File: src/rtl/mips_ctrl_pkg.sv
// Shared definitions for the multi-cycle MIPS main control unit.
//   - opcode constants for the supported instruction classes
//   - state encodings of the main control FSM
//   - ALUOp codes passed to the ALU control unit
//   - packed control vector produced by the output decoder
package mips_ctrl_pkg;

    localparam logic [5:0] OP_RTYPE = 6'b000000;
    localparam logic [5:0] OP_LW    = 6'b100011;
    localparam logic [5:0] OP_SW    = 6'b101011;
    localparam logic [5:0] OP_BEQ   = 6'b000100;
    localparam logic [5:0] OP_J     = 6'b000010;
    localparam logic [5:0] OP_ADDI  = 6'b001000;

    typedef enum logic [3:0] {
        FETCH     = 4'd0,
        DECODE    = 4'd1,
        MEM_ADDR  = 4'd2,
        MEM_READ  = 4'd3,
        MEM_WB    = 4'd4,
        MEM_WRITE = 4'd5,
        EXECUTE   = 4'd6,
        R_WB      = 4'd7,
        BRANCH    = 4'd8,
        JUMP      = 4'd9,
        ADDI_EXEC = 4'd10,
        ADDI_WB   = 4'd11
    } state_t;

    typedef enum logic [1:0] {
        ALU_ADD  = 2'b00,
        ALU_SUB  = 2'b01,
        ALU_FUNC = 2'b10
    } aluop_t;

    // One bit (or field) per datapath control; the decoder clears the whole
    // vector first so anything a state does not mention reads as 0.
    typedef struct packed {
        logic       pc_write;
        logic       pc_write_cond;
        logic       iord;
        logic       mem_read;
        logic       mem_write;
        logic       mem_to_reg;
        logic       ir_write;
        logic [1:0] pc_source;
        aluop_t     alu_op;
        logic [1:0] alu_src_b;
        logic       alu_src_a;
        logic       reg_write;
        logic       reg_dst;
    } ctrl_t;

    // lw and sw share the address-calculation step.
    function automatic logic is_mem_op(input logic [5:0] op);
        return (op == OP_LW) || (op == OP_SW);
    endfunction

endpackage

File: src/rtl/multicycle_main_control_if.sv
// Bundle between the main control unit and the datapath.
//   master : control unit side (reads opcode/mem_ready, drives controls)
//   slave  : datapath side (drives opcode/mem_ready, reads controls)
// Signals: opcode (IR[31:26]), mem_ready, all datapath control strobes and
// selects, plus debug state, retired-instruction count and illegal flag.
interface multicycle_main_control_if #(
    parameter int CNT_W = 16
);
    logic [5:0]       opcode;
    logic             mem_ready;
    logic             PCWrite;
    logic             PCWriteCond;
    logic             IorD;
    logic             MemRead;
    logic             MemWrite;
    logic             MemtoReg;
    logic             IRWrite;
    logic [1:0]       PCSource;
    logic             ALUOp1;
    logic             ALUOp0;
    logic [1:0]       ALUSrcB;
    logic             ALUSrcA;
    logic             RegWrite;
    logic             RegDst;
    logic [3:0]       state;
    logic [CNT_W-1:0] instr_count;
    logic             illegal_op;

    modport master (
        input  opcode, mem_ready,
        output PCWrite, PCWriteCond, IorD, MemRead, MemWrite, MemtoReg,
               IRWrite, PCSource, ALUOp1, ALUOp0, ALUSrcB, ALUSrcA,
               RegWrite, RegDst, state, instr_count, illegal_op
    );

    modport slave (
        output opcode, mem_ready,
        input  PCWrite, PCWriteCond, IorD, MemRead, MemWrite, MemtoReg,
               IRWrite, PCSource, ALUOp1, ALUOp0, ALUSrcB, ALUSrcA,
               RegWrite, RegDst, state, instr_count, illegal_op
    );
endinterface

File: src/rtl/mc_output_decode.sv
// Combinational output decoder for the main control FSM.
//   state     : current FSM state
//   mem_ready : memory handshake; only gates IR/PC load in FETCH
//   ctrl      : full datapath control vector
module mc_output_decode
    import mips_ctrl_pkg::*;
(
    input  state_t state,
    input  logic   mem_ready,
    output ctrl_t  ctrl
);

    always_comb begin
        ctrl = '0;
        case (state)
            FETCH: begin
                ctrl.mem_read  = 1'b1;
                ctrl.alu_src_b = 2'b01;
                ctrl.alu_op    = ALU_ADD;
                // PC+4 and the IR load only commit once the fetch completes.
                ctrl.ir_write  = mem_ready;
                ctrl.pc_write  = mem_ready;
            end
            DECODE: begin
                // Speculative branch target: PC + (signext << 2).
                ctrl.alu_src_b = 2'b11;
                ctrl.alu_op    = ALU_ADD;
            end
            MEM_ADDR, ADDI_EXEC: begin
                ctrl.alu_src_a = 1'b1;
                ctrl.alu_src_b = 2'b10;
                ctrl.alu_op    = ALU_ADD;
            end
            MEM_READ: begin
                ctrl.mem_read = 1'b1;
                ctrl.iord     = 1'b1;
            end
            MEM_WRITE: begin
                ctrl.mem_write = 1'b1;
                ctrl.iord      = 1'b1;
            end
            MEM_WB: begin
                ctrl.reg_write  = 1'b1;
                ctrl.mem_to_reg = 1'b1;
            end
            EXECUTE: begin
                ctrl.alu_src_a = 1'b1;
                ctrl.alu_op    = ALU_FUNC;
            end
            R_WB: begin
                ctrl.reg_write = 1'b1;
                ctrl.reg_dst   = 1'b1;
            end
            BRANCH: begin
                ctrl.alu_src_a     = 1'b1;
                ctrl.alu_op        = ALU_SUB;
                ctrl.pc_write_cond = 1'b1;
                ctrl.pc_source     = 2'b01;
            end
            JUMP: begin
                ctrl.pc_write  = 1'b1;
                ctrl.pc_source = 2'b10;
            end
            ADDI_WB: begin
                ctrl.reg_write = 1'b1;
            end
            default: ctrl = '0;
        endcase
    end

endmodule

File: src/rtl/multicycle_main_control.sv
// Main control FSM for the multi-cycle MIPS datapath.
// Sequences fetch/decode/execute/memory/writeback for R-type, lw, sw, beq,
// j and addi, stalling on the memory ready handshake.
// Ports:
//   clk   : system clock, rising edge
//   rst_n : synchronous active-low reset
//   bus   : master side of multicycle_main_control_if (opcode/mem_ready in,
//           datapath controls, debug state, instr_count, illegal_op out)
module multicycle_main_control
    import mips_ctrl_pkg::*;
#(
    parameter int CNT_W = 16
) (
    input  logic                        clk,
    input  logic                        rst_n,
    multicycle_main_control_if.master   bus
);

    localparam logic [CNT_W-1:0] CNT_ONE = {{(CNT_W-1){1'b0}}, 1'b1};

    state_t           state_reg;
    logic [CNT_W-1:0] count_reg;
    logic             illegal_reg;
    ctrl_t            ctrl;

    // The count is bumped on the same edge that retires an instruction back
    // to FETCH; illegal opcodes return to FETCH without retiring.
    always_ff @(posedge clk) begin
        if (!rst_n) begin
            state_reg   <= FETCH;
            count_reg   <= '0;
            illegal_reg <= 1'b0;
        end else begin
            case (state_reg)
                FETCH: begin
                    if (bus.mem_ready) state_reg <= DECODE;
                end
                DECODE: begin
                    if (is_mem_op(bus.opcode)) begin
                        state_reg <= MEM_ADDR;
                    end else if (bus.opcode == OP_RTYPE) begin
                        state_reg <= EXECUTE;
                    end else if (bus.opcode == OP_BEQ) begin
                        state_reg <= BRANCH;
                    end else if (bus.opcode == OP_J) begin
                        state_reg <= JUMP;
                    end else if (bus.opcode == OP_ADDI) begin
                        state_reg <= ADDI_EXEC;
                    end else begin
                        state_reg   <= FETCH;
                        illegal_reg <= 1'b1;
                    end
                end
                MEM_ADDR: begin
                    state_reg <= (bus.opcode == OP_SW) ? MEM_WRITE : MEM_READ;
                end
                MEM_READ: begin
                    if (bus.mem_ready) state_reg <= MEM_WB;
                end
                MEM_WRITE: begin
                    if (bus.mem_ready) begin
                        state_reg <= FETCH;
                        count_reg <= count_reg + CNT_ONE;
                    end
                end
                EXECUTE:   state_reg <= R_WB;
                ADDI_EXEC: state_reg <= ADDI_WB;
                MEM_WB, R_WB, BRANCH, JUMP, ADDI_WB: begin
                    state_reg <= FETCH;
                    count_reg <= count_reg + CNT_ONE;
                end
                default: state_reg <= FETCH;
            endcase
        end
    end

    mc_output_decode u_decode (
        .state     (state_reg),
        .mem_ready (bus.mem_ready),
        .ctrl      (ctrl)
    );

    assign bus.PCWrite     = ctrl.pc_write;
    assign bus.PCWriteCond = ctrl.pc_write_cond;
    assign bus.IorD        = ctrl.iord;
    assign bus.MemRead     = ctrl.mem_read;
    assign bus.MemWrite    = ctrl.mem_write;
    assign bus.MemtoReg    = ctrl.mem_to_reg;
    assign bus.IRWrite     = ctrl.ir_write;
    assign bus.PCSource    = ctrl.pc_source;
    assign bus.ALUOp1      = ctrl.alu_op[1];
    assign bus.ALUOp0      = ctrl.alu_op[0];
    assign bus.ALUSrcB     = ctrl.alu_src_b;
    assign bus.ALUSrcA     = ctrl.alu_src_a;
    assign bus.RegWrite    = ctrl.reg_write;
    assign bus.RegDst      = ctrl.reg_dst;
    assign bus.state       = state_reg;
    assign bus.instr_count = count_reg;
    assign bus.illegal_op  = illegal_reg;

endmodule

File: src/flat_wrapper.sv
// flat-port wrapper written by rule: the top's interface ports become plain ports
module multicycle_main_control_flat import mips_ctrl_pkg::*;
#(
    parameter int CNT_W = 16
)
  (clk, rst_n, bus_opcode, bus_mem_ready, bus_PCWrite, bus_PCWriteCond, bus_IorD, bus_MemRead, bus_MemWrite, bus_MemtoReg, bus_IRWrite, bus_PCSource, bus_ALUOp1, bus_ALUOp0, bus_ALUSrcB, bus_ALUSrcA, bus_RegWrite, bus_RegDst, bus_state, bus_instr_count, bus_illegal_op);
  multicycle_main_control_if #(.CNT_W(CNT_W)) bus_i ();
  input  logic clk;
  input  logic rst_n;
  input wire logic [$bits(bus_i.opcode)-1:0] bus_opcode;
  input wire logic [$bits(bus_i.mem_ready)-1:0] bus_mem_ready;
  output wire logic [$bits(bus_i.PCWrite)-1:0] bus_PCWrite;
  output wire logic [$bits(bus_i.PCWriteCond)-1:0] bus_PCWriteCond;
  output wire logic [$bits(bus_i.IorD)-1:0] bus_IorD;
  output wire logic [$bits(bus_i.MemRead)-1:0] bus_MemRead;
  output wire logic [$bits(bus_i.MemWrite)-1:0] bus_MemWrite;
  output wire logic [$bits(bus_i.MemtoReg)-1:0] bus_MemtoReg;
  output wire logic [$bits(bus_i.IRWrite)-1:0] bus_IRWrite;
  output wire logic [$bits(bus_i.PCSource)-1:0] bus_PCSource;
  output wire logic [$bits(bus_i.ALUOp1)-1:0] bus_ALUOp1;
  output wire logic [$bits(bus_i.ALUOp0)-1:0] bus_ALUOp0;
  output wire logic [$bits(bus_i.ALUSrcB)-1:0] bus_ALUSrcB;
  output wire logic [$bits(bus_i.ALUSrcA)-1:0] bus_ALUSrcA;
  output wire logic [$bits(bus_i.RegWrite)-1:0] bus_RegWrite;
  output wire logic [$bits(bus_i.RegDst)-1:0] bus_RegDst;
  output wire logic [$bits(bus_i.state)-1:0] bus_state;
  output wire logic [$bits(bus_i.instr_count)-1:0] bus_instr_count;
  output wire logic [$bits(bus_i.illegal_op)-1:0] bus_illegal_op;
  assign bus_i.opcode = bus_opcode;
  assign bus_i.mem_ready = bus_mem_ready;
  assign bus_PCWrite = bus_i.PCWrite;
  assign bus_PCWriteCond = bus_i.PCWriteCond;
  assign bus_IorD = bus_i.IorD;
  assign bus_MemRead = bus_i.MemRead;
  assign bus_MemWrite = bus_i.MemWrite;
  assign bus_MemtoReg = bus_i.MemtoReg;
  assign bus_IRWrite = bus_i.IRWrite;
  assign bus_PCSource = bus_i.PCSource;
  assign bus_ALUOp1 = bus_i.ALUOp1;
  assign bus_ALUOp0 = bus_i.ALUOp0;
  assign bus_ALUSrcB = bus_i.ALUSrcB;
  assign bus_ALUSrcA = bus_i.ALUSrcA;
  assign bus_RegWrite = bus_i.RegWrite;
  assign bus_RegDst = bus_i.RegDst;
  assign bus_state = bus_i.state;
  assign bus_instr_count = bus_i.instr_count;
  assign bus_illegal_op = bus_i.illegal_op;
  multicycle_main_control #(.CNT_W(CNT_W)) u_core (.clk(clk), .rst_n(rst_n), .bus(bus_i));
endmodule
File: config.mk
export PLATFORM = sky130hd
export DESIGN_NAME = multicycle_main_control_flat
export DESIGN_NICKNAME = d
export VERILOG_FILES = /design/src/rtl/mips_ctrl_pkg.sv /design/src/rtl/multicycle_main_control_if.sv /design/src/rtl/mc_output_decode.sv /design/src/rtl/multicycle_main_control.sv /design/src/flat_wrapper.sv
export SDC_FILE = /design/constraint.sdc
export NUM_CORES = 1
export LEC_CHECK = 0
export ABC_AREA = 1
export BUFFER_PORTS_ARGS = -buffer_cell sky130_fd_sc_hd__buf_4
export CAP_MARGIN = 5
export CORE_MARGIN = 2
export CORE_UTILIZATION = 43
export DETAILED_ROUTE_END_ITERATION = 6
export GPL_ROUTABILITY_DRIVEN = 0
export PLACE_DENSITY = 0.74
export SLEW_MARGIN = 20
export SYNTH_ARGS = -nofsm -noshare
export SYNTH_HDL_FRONTEND = slang
export SYNTH_SLANG_ARGS = --single-unit
File: constraint.sdc
create_clock -name clk -period 2.1 [get_ports clk]
set_clock_uncertainty 0.15 [all_clocks]
set_input_delay 0.21 -clock clk [delete_from_list [all_inputs] [get_ports clk]]
set_output_delay 0.21 -clock clk [all_outputs]
set_load 0.1 [all_outputs]
# After elaboration in Yosys (flattened, before gate mapping)
# Index checks and enable logic that the tools add are counted.
[totals] romBits=0 n_memories=0 mem_bits_rw=0 latch_bits=0 reg_bits=21 output_inout_bits=37
[classes] mul=0 n_bitwise=5 div=0 eq_ne=19 shifts=0 mux=25 magnitude_cmp=0 add_sub_neg=1 n_reduce_logical=13
[op_table] cell="4-bit 2-to-1 mux" n=8
[op_table] cell="16-bit case mux with 2 select lines" n=1
[op_table] cell="4-bit case mux with 7 select lines" n=1
[op_table] cell="16-bit by 1-bit adder with 16-bit output (second input constant)" n=1
[op_table] cell="4-bit by 3-bit == test with 1-bit output (second input constant)" n=4
[op_table] cell="4-bit == test (second input constant)" n=4
[op_table] cell="16-bit 2-to-1 mux" n=1
[op_table] cell="6-bit == test (second input constant)" n=2
[op_table] cell="1-bit 2-to-1 mux" n=9
[op_table] cell="4-bit by 2-bit == test with 1-bit output (second input constant)" n=2
[op_table] cell="2-bit case mux with 2 select lines" n=2
[op_table] cell="6-bit by 2-bit == test with 1-bit output (second input constant)" n=1
[op_table] cell="6-bit by 3-bit == test with 1-bit output (second input constant)" n=1
[op_table] cell="6-bit by 4-bit == test with 1-bit output (second input constant)" n=1
[op_table] cell="6-bit zero test" n=1
[op_table] cell="2-bit inequality test (second input constant)" n=3
[op_table] cell="2-bit case mux with 3 select lines" n=1
[op_table] cell="6-bit AND reduction" n=1
[op_table] cell="2-bit OR reduction" n=3
[op_table] cell="1-bit inverter" n=5
[op_table] cell="5-bit OR reduction" n=1
[op_table] cell="4-bit by 1-bit == test with 1-bit output (second input constant)" n=1
[op_table] cell="4-bit zero test" n=1
[op_table] cell="4-bit OR reduction" n=1
[op_table] cell="7 further kinds" n=7

# Logic depth before layout (Yosys ltp)
# Gate-level depths: netlist of run 1.
[depth] depth_word=7 ltp_mapped=11 ltp_nobuf=10

# By module
# A second synthesis of run 1 with hierarchy kept.
[hier_totals] cells_unflattened=254 hier_area_um2=1536.5
[modules_own_cells] module="multicycle_main_control" cells_per_inst=212 n_inst=1 area_each_um2=1345.0 seq_area_each_um2=420.4
[modules_own_cells] module="mc_output_decode" cells_per_inst=42 n_inst=1 area_each_um2=191.4 seq_area_each_um2=0.0

# Worst setup path before layout of run 1
# OpenSTA, ideal clock, no wires.
[synth_timing] path_type="reg2out" from="register u_core.state_reg[2], in the netlist u_core.bus.state[2]" to="output bus_RegWrite" path_slack_ps=-1959 path_stages_with_launch=5 n_path_buf=0 t_arrival_ps=3699 cell_sequence="dfxtp_1 > nand2_2 > nor2_1 > nor2_1 > o21ai_0"
[synth_between] elab_chain_len=3
[synth_rtl] element="start: declaration" line_no="multicycle_main_control.sv:21" source="state_t state_reg;"
[synth_rtl] element="start signal: assignment" line_no="multicycle_main_control.sv:55" source="state_reg <= (bus.opcode == OP_SW) ? MEM_WRITE : MEM_READ;"
[synth_rtl] element="4-bit by 3-bit == test with 1-bit output / 4-bit == test (equally long branches)" line_no="mc_output_decode.sv:15" source="case (state)"
[synth_rtl] element="3-bit OR reduction (no line) (*)"
[synth_rtl] element="1-bit 2-to-1 mux (*)" line_no="mc_output_decode.sv:15"
[synth_rtl] element="end: declaration" line_no="flat_wrapper.sv:24" source="output wire logic [$bits(bus_i.RegWrite)-1:0] bus_RegWrite;"
# Every way passes the cells marked *; elsewhere a longest branch is shown, timed or not.

# Final worst setup path of run 1
[layout_timing] from="register u_core.state_reg[0], in the netlist u_core.bus.state[0]" to="output bus_ALUSrcA"
[layout_between] elab_chain_len=3
[layout_rtl] element="4-bit == test (tied with other cells)" line_no="mc_output_decode.sv:15"
[layout_rtl] element="4-bit OR reduction (no line) (*)"
[layout_rtl] element="1-bit 2-to-1 mux (*)" line_no="mc_output_decode.sv:15"
[layout_rtl] element="end: declaration" line_no="flat_wrapper.sv:23" source="output wire logic [$bits(bus_i.ALUSrcA)-1:0] bus_ALUSrcA;"
# Marked as above.

==> flow_summary.yaml, run 1 <==
timing:
  period_needed_ps: 1950
  finalSetupTns_ps: 0
  setup_ws_ps: 154
  max_freq_ghz: 0.514
  worst_slew_pin_slew_ps: 498
  setup_viol: 0
  relSlewSlack_pct: 66.5
  rsz0062_at_grt: "false"
  final_max_slew_viol_count: 0
  timing.final.hold_violations: 0
  finalCritPeriodShare_pct: 92.6
setup_path:
  path_class: "flop to output port"
  cp-start-kind: "flop"
  critical_path.max_stage_delay_ps: 380
  path_cells: "inv_1, nand2_1, inv_1, o21ai_0, o21ai_4, buf_6"
  cp_num_cells: 6
  path_delay_family: "buffers and inverters"
  cpMostUsedCell: "inv_1"
  critPathMaxFanout: 7
  ff2ff_path_depth: 10
  worst_setup_path_end_kind: "output port"
  cp.arrival_ps: 1590
  cp_num_buf_inv: 3
  crit_slowest_cell: "dfxtp_4"
  cp_data_required_time_ps: 1740
die:
  io-pin-count: 46
  die_w_um: 62.2
  core_mm2: 0.00328
  dieArea_mm2: 0.00387
  start_util_pct: 44.3
  die_h_um: 62.2
  num_rows: 21
detailed_routing:
  via_per_inst: 4.84
  drt_first_pass_iters: 4
  drc: 0
  drt-initial-drc-count: 70
  ant_nets: 0
  vias: 1655
  drt-total-wl_um: 3640
  post_drt_wl_per_cell_um: 10.6
power_and_ir_drop:
  p_leak_uw: 0.000858
  p_per_area_mw_per_mm2: 445
  ir_worst_vdd_uv: 343
  power_uw: 867
clock_network:
  clk_path_buf_depth: 2
  clk_pin_slew_ps: 130
  tritoncts: "done"
  insertion_delay_ps: 320
  post_cts_buffers: 0
  cts_buffers: 3
  cts.sinks: 21
  cts_root_buffer: "clkbuf_4"
  htreeDepth: 1
synthesis:
  synth.ff_latch_count: 21
  ys_types: 25
  avgSynthCellArea_um2: 5.78
  synth_edf_count: 0
  ys_dominant_reg_cell: "dfxtp_1"
  ys_seq_area_share_pct: 28.9
  mappedNetlistArea_mm2: 0.00146
  postSynth.asyncResetShare_pct: 0
  syn_inst: 252
  synth_nets: 262
  ys_warn_count: 0
global_route:
  first_global_vias: 1421
  grt-ovfl-total: 0
  top_usage_layer: "met2"
  grt_util_met2_pct: 31.3
  track_usage_pct: 18.8
  grt_use_met1_pct: 24.7
  antenna_found_initial: 0
  grtUsageMet3_pct: 3.26
  grt_max_degree: 17
  grt_pass1_wl_um: 5980
layout:
  drive_above_1_share_pct: 27.4
  largest_reg_flops: 16
  fillers: 326
  register_area_um2: 438
  synthToLayoutAreaGrowth_pct: 33.8
  final_common_cell: "nand2_1"
  final_util_pct: 59.4
  mostFrequentLayoutCells: "nand2_1, buf_4, nor2_1, inv_1, a21oi_1"
  fin_nets: 307
  num_antenna_cells: 0
  multiInputGateArea_um2: 937
placed_design:
  post-place-ws_ps: 425
  hpwlAfterDp_um: 2760
  numPortBuffers: 45
status:
  status: "completed"
flow_run:
  cap_violations: 0
hold_path:
  hold_path.class: "input pin to flop"
  whs_path_depth: 4
worst min-delay path, cell delays in order:
cell and delay [ps]:
buf_4 90, nor2_2 50, a21oi_1 130, nor2_1 50
metrics by stage:
| stage | hold WS (ps) | std cells | area, um^2 |
|---|---|---|---|
| 2_1_floorplan | 277 | 252 | 1560 |
| 3_3_place_gp | 296 | 337 | 1900 |
| 3_5_place_dp | 295 | 337 | 1900 |
| 4_1_cts | 0.796 | 341 | 1930 |
| 5_1_grt | 104 | 342 | 1950 |
| 6_report | 83.3 | 342 | 1950 |
path summary, 6_finish.rpt:
kind | from | to | slack, ps
max | u_core.bus.state[0] | bus_ALUSrcA | 150
min | bus_mem_ready | u_core.bus.state[2] | 80
max reg2reg | u_core.bus.state[2] | u_core.bus.instr_count[13] | 400
min reg2reg | u_core.bus.illegal_op | u_core.bus.illegal_op | 320
report_power, final:
part / internal [uW] / switching (uW) / total, uW
sequential: 401 / 6.41 / 408
combinational: 58.2 / 196 / 254
clock: 72.8 / 132 / 205
per-layer routing:
metal | vias to the layer above | routed length, um
li1 | 870 | -
met1 | 736 | 1760
met2 | 46 | 1700
met3 | 3 | 167
met4 | 0 | 12
met5 | - | 0
synth_stat cells, types with 2 or more instances:
library cell	n	area [um^2]
buf_4	3	22.5
a21oi_1	18	90.1
dfxtp_1	21	420
nand2_1	80	300
buf_6	2	22.5
clkbuf_1	2	7.51
nor2_1	47	176
nand3_1	11	55.1
nand4_1	6	37.5
o21ai_0	9	45.0
xnor2_1	3	26.3
nand2_2	4	25.0
inv_1	30	113
nor2_2	2	12.5
inv_2	3	11.3
xor2_1	2	17.5
layout make-up:
class / instances / area share, %
inverters: 33 / 6.35
multi-input cells: 191 / 48.1
flip-flops and latches: 21 / 22.5
well taps: 46 / 2.95
clock buffers: 3 / 1.16
repair buffers: 47 / 18.6
clock inverters: 1 / 0.385
what timing repair did:
| item | 4_1_cts | 5_1_grt |
|---|---|---|
| resized for setup | 0 | 2 |
| setup endpoints to repair | 0 | 2 |
| hold buffers | 0 | 1 |
| hold endpoints to repair | 0 | 3 |
logic make-up after synthesis:
kind of cell	after synthesis	synth area share, %
buffers and inverters	40	12.1
DFF	21	28.9
and+or+nand+nor	155	44.6
adders and majority gates	1	0.859
xor gates and xnor gates	5	3.01
AOI/OAI and AO/OA	30	10.6
(Power assumes the default switching activity.)
==> run 2: changes to the inputs <==
--- a/config.mk
+++ b/config.mk
@@ -11,4 +11,5 @@
 export CORE_MARGIN = 2
 export CORE_UTILIZATION = 43
+export CTS_CLUSTER_SIZE = 24
 export DETAILED_ROUTE_END_ITERATION = 6
 export GPL_ROUTABILITY_DRIVEN = 0
==> constraint.sdc (replaced) <==
create_clock -name clk -period 2.1 [get_ports clk]
set_clock_uncertainty 0.15 [all_clocks]
set_input_delay 0.315 -clock clk [delete_from_list [all_inputs] [get_ports clk]]
set_output_delay 0.315 -clock clk [all_outputs]
set_load 0.1 [all_outputs]
==> flow_summary.yaml, run 2 (synthesis results as in run 1) <==
layout:
  final_common_cell: "nand2_1"
  num_antenna_cells: 0
  mostFrequentLayoutCells: "nand2_1, buf_4, nor2_1, inv_1, a21oi_1"
  final_util_pct: 59.7
  synthToLayoutAreaGrowth_pct: 34.5
  fin_nets: 306
  fillers: 321
  drive_above_1_share_pct: 28.1
  register_area_um2: 438
  largest_reg_flops: 16
  multiInputGateArea_um2: 957
global_route:
  first_global_vias: 1407
  grt_pass1_wl_um: 6080
  antenna_found_initial: 0
  grt_max_degree: 17
  grt-ovfl-total: 0
  track_usage_pct: 18.8
die:
  die_h_um: 62.2
  start_util_pct: 44.3
  dieArea_mm2: 0.00387
  core_mm2: 0.00328
  num_rows: 21
  die_w_um: 62.2
  io-pin-count: 46
setup_path:
  path_cells: "inv_1, nand2_2, nor2_2, inv_1, o21ai_2, buf_6"
  cpMostUsedCell: "inv_1"
  worst_setup_path_end_kind: "output port"
  crit_slowest_cell: "dfxtp_4"
  cp.arrival_ps: 1500
  critPathMaxFanout: 6
  cp-start-kind: "flop"
  r2r-start: "u_core.bus.state[2]"
  critPathLaunch: "u_core.bus.state[1]"
  critical_path.max_stage_delay_ps: 380
  cp_data_required_time_ps: 1630
  path_class: "flop to output port"
hold_path:
  worstHoldStart: "rst_n"
  hold_path.class: "input pin to flop"
clock_network:
  clk_path_buf_depth: 2
  cts_root_buffer: "clkbuf_4"
  cts.sinks: 21
  cts_buffers: 3
  htreeDepth: 1
  insertion_delay_ps: 320
  post_cts_buffers: 0
  clk_pin_slew_ps: 110
  holdBufCountCts: 0
  cts-resized-gates: 0
  tritoncts: "done"
detailed_routing:
  post_drt_wl_per_cell_um: 10.3
  drc: 0
  drt-total-wl_um: 3520
  vias: 1622
  via_per_inst: 4.76
  ant_nets: 0
  drt_first_pass_iters: 4
  drt-initial-drc-count: 84
timing:
  setup_viol: 0
  period_needed_ps: 1970
  max_freq_ghz: 0.509
  rsz0062_at_grt: "false"
  finalCritPeriodShare_pct: 93.6
  timing.final.hold_violations: 0
  relSlewSlack_pct: 69.7
  worst_slew_pin_slew_ps: 450
  final_max_slew_viol_count: 0
power_and_ir_drop:
  power_uw: 868
  p_per_area_mw_per_mm2: 443
  p_leak_uw: 0.000856
  ir_worst_vdd_uv: 266
placed_design:
  hpwlAfterDp_um: 2730
  numPortBuffers: 45
status:
  status: "completed"
flow_run:
  cap_violations: 0
## run 2: changes by cell type in the layout (fill, tap and decap cells not counted), sizes merged
cell         delta
dlygate4sd3     -1
## run 2: worst paths after layout
| path | slack [ps] | cells after the start | end |
|---|---|---|---|
| worst max-delay path | 130 | 6 | bus_ALUSrcB[1] |
| worst min-delay path | 110 | 3 | u_core.bus.state[1] |
| worst max register to register | 360 | 10 | u_core.bus.instr_count[10] |
| worst min register to register | 320 | 2 | u_core.bus.illegal_op |
## run 2: metrics by stage
stage          area [um^2]  setup TNS (ps)  hold slack [ps]  std cells  setup WS (ps)
2_1_floorplan         1590            -178              382        252           -144
3_3_place_gp          1910               0              296        337            396
3_5_place_dp          1910               0              294        337            374
4_1_cts               1940               0             99.8        341           9.99
5_1_grt               1960               0             96.8        341           36.7
6_report              1960               0              108        341            134
## run 2: layout make-up
cell class	instances	share of cell area, %
Multi-Input combinational cell	191	48.9
Clock inverter	1	0.383
Timing Repair Buffer	46	18.0
Inverter	33	6.32
Tap cell	46	2.94
Clock buffer	3	1.15
Sequential cell	21	22.3
## run 2: critical path: cells and delay by family, from the launching register on
family          cells  cell delay [ps]
flops               1              380
simple gates        2              320
compound gates      1               80
buf+inv             3              410
## run 2: per-layer routing
layer	track usage, %	share of wire, %
met5	0	0
met4	4.17	0.60
met3	3.26	3.8
met2	30.8	46
met1	25.8	49
## run 2: report_power, final
part,total (uW),internal (uW),switching [uW],leakage [uW]
clock,202,72.8,129,0.0000139
sequential,408,401,6.30,0.000174
combinational,258,59.2,199,0.000668
==> run 3: changes to the inputs <==
clock period = 2 ns   (was 2.1 ns; I/O delays follow)
==> flow_summary.yaml, run 3 (synthesis results as in run 1) <==
status:
  status: "completed"
layout:
  mostFrequentLayoutCells: "nand2_1, buf_4, nor2_1, inv_1, a21oi_1"
  stdcell_count: 341
  largest_reg_flops: 16
  final_common_cell: "nand2_1"
  num_antenna_cells: 0
  fin_nets: 306
  synthToLayoutAreaGrowth_pct: 39.9
  final_util_pct: 62.0
  drive_above_1_share_pct: 31.2
setup_path:
  cp.arrival_ps: 1510
  crit_slowest_cell: "dfxtp_4"
  path_cells: "inv_2, o21ai_0, o21ai_4, buf_12"
  critical_path.max_stage_delay_ps: 410
  path_delay_family: "compound AO/OA/AOI/OAI gates"
  worst_setup_path_end_kind: "output port"
  cp-start-kind: "flop"
  critPathMaxFanout: 5
  cp_data_required_time_ps: 1550
  path_class: "flop to output port"
  cp_num_buf_inv: 2
timing:
  rsz0062_at_grt: "true"
  whs_ps: 96.3
  setup_viol: 0
  setup_ws_ps: 42.0
  timing.final.hold_violations: 0
  finalCritPeriodShare_pct: 97.9
  max_freq_ghz: 0.511
  period_needed_ps: 1960
  relSlewSlack_pct: 68.3
  final_max_slew_viol_count: 0
  worst_slew_pin_slew_ps: 471
clock_network:
  post_cts_buffers: 0
  htreeDepth: 1
  insertion_delay_ps: 320
  cts.sinks: 21
  cts_root_buffer: "clkbuf_4"
  clk_path_buf_depth: 2
  tritoncts: "done"
  clk_pin_slew_ps: 130
  cts-resized-gates: 5
  cts_buffers: 3
  holdBufCountCts: 0
global_route:
  grt_pass1_wl_um: 6490
  grt-ovfl-total: 0
  antenna_found_initial: 0
  first_global_vias: 1492
  track_usage_pct: 20.3
  grt_max_degree: 21
flow_run:
  cap_violations: 0
power_and_ir_drop:
  p_leak_uw: 0.000870
  p_per_area_mw_per_mm2: 466
  ir_worst_vdd_uv: 422
hold_path:
  hold_path.class: "input pin to flop"
die:
  dieArea_mm2: 0.00387
  io-pin-count: 46
  num_rows: 21
  die_h_um: 62.2
  core_mm2: 0.00328
  die_w_um: 62.2
  start_util_pct: 44.3
placed_design:
  numPortBuffers: 45
  place_inst: 337
  hpwlAfterDp_um: 2790
  post-place-ws_ps: 257
detailed_routing:
  via_per_inst: 4.77
  drt-initial-drc-count: 91
  drc: 0
  ant_nets: 0
  post_drt_wl_per_cell_um: 11.0
  drt_first_pass_iters: 5
  drt-total-wl_um: 3750
  vias: 1626
-- run 3: power breakdown --
part           switching (uW)  total (uW)  internal [uW]
Sequential               7.39         429            421
Combinational             220         299           78.4
Clock                     146         222           76.5
-- run 3: final timing paths --
path / start / to / slack, ps / cells past startpoint
max: u_core.bus.state[2] / bus_ALUSrcA / 40 / 4
min: rst_n / u_core.bus.instr_count[2] / 100 / 3
max reg2reg: u_core.bus.state[1] / u_core.bus.instr_count[9] / 290 / 9
min reg2reg: u_core.bus.illegal_op / u_core.bus.illegal_op / 310 / 2
-- run 3: area by class of cell --
| class | count | area, um^2 |
|---|---|---|
| tap | 46 | 57.6 |
| clock inverter | 1 | 7.51 |
| inverter | 33 | 124 |
| multi-input combinational | 191 | 993 |
| sequential | 21 | 443 |
| clock buffer | 3 | 22.5 |
| timing repair buffer | 46 | 389 |
| fill | 316 | 1250 |
-- run 3: worst min-delay path, stage by stage --
cell     delay [ps]
buf_4           150
nand2_1          70
a21oi_1          30
-- run 3: through the flow --
step                      setup TNS, ps  cell area, um^2  total power [uW]
after floorplan                    -354             1630               659
after global placement                0             1950               713
after detailed placement              0             1950               715
after CTS                             0             2000               941
after global routing              -50.2             2040               998
final                                 0             2040               950
-- run 3: layer usage --
layer | wire length [um] | part of all wire [%] | track usage, %
met5 | 0 | 0 | 0
met4 | 37 | 0.99 | 5.83
met3 | 174 | 4.6 | 4.17
met2 | 1680 | 45 | 32.5
met1 | 1860 | 49 | 27.8
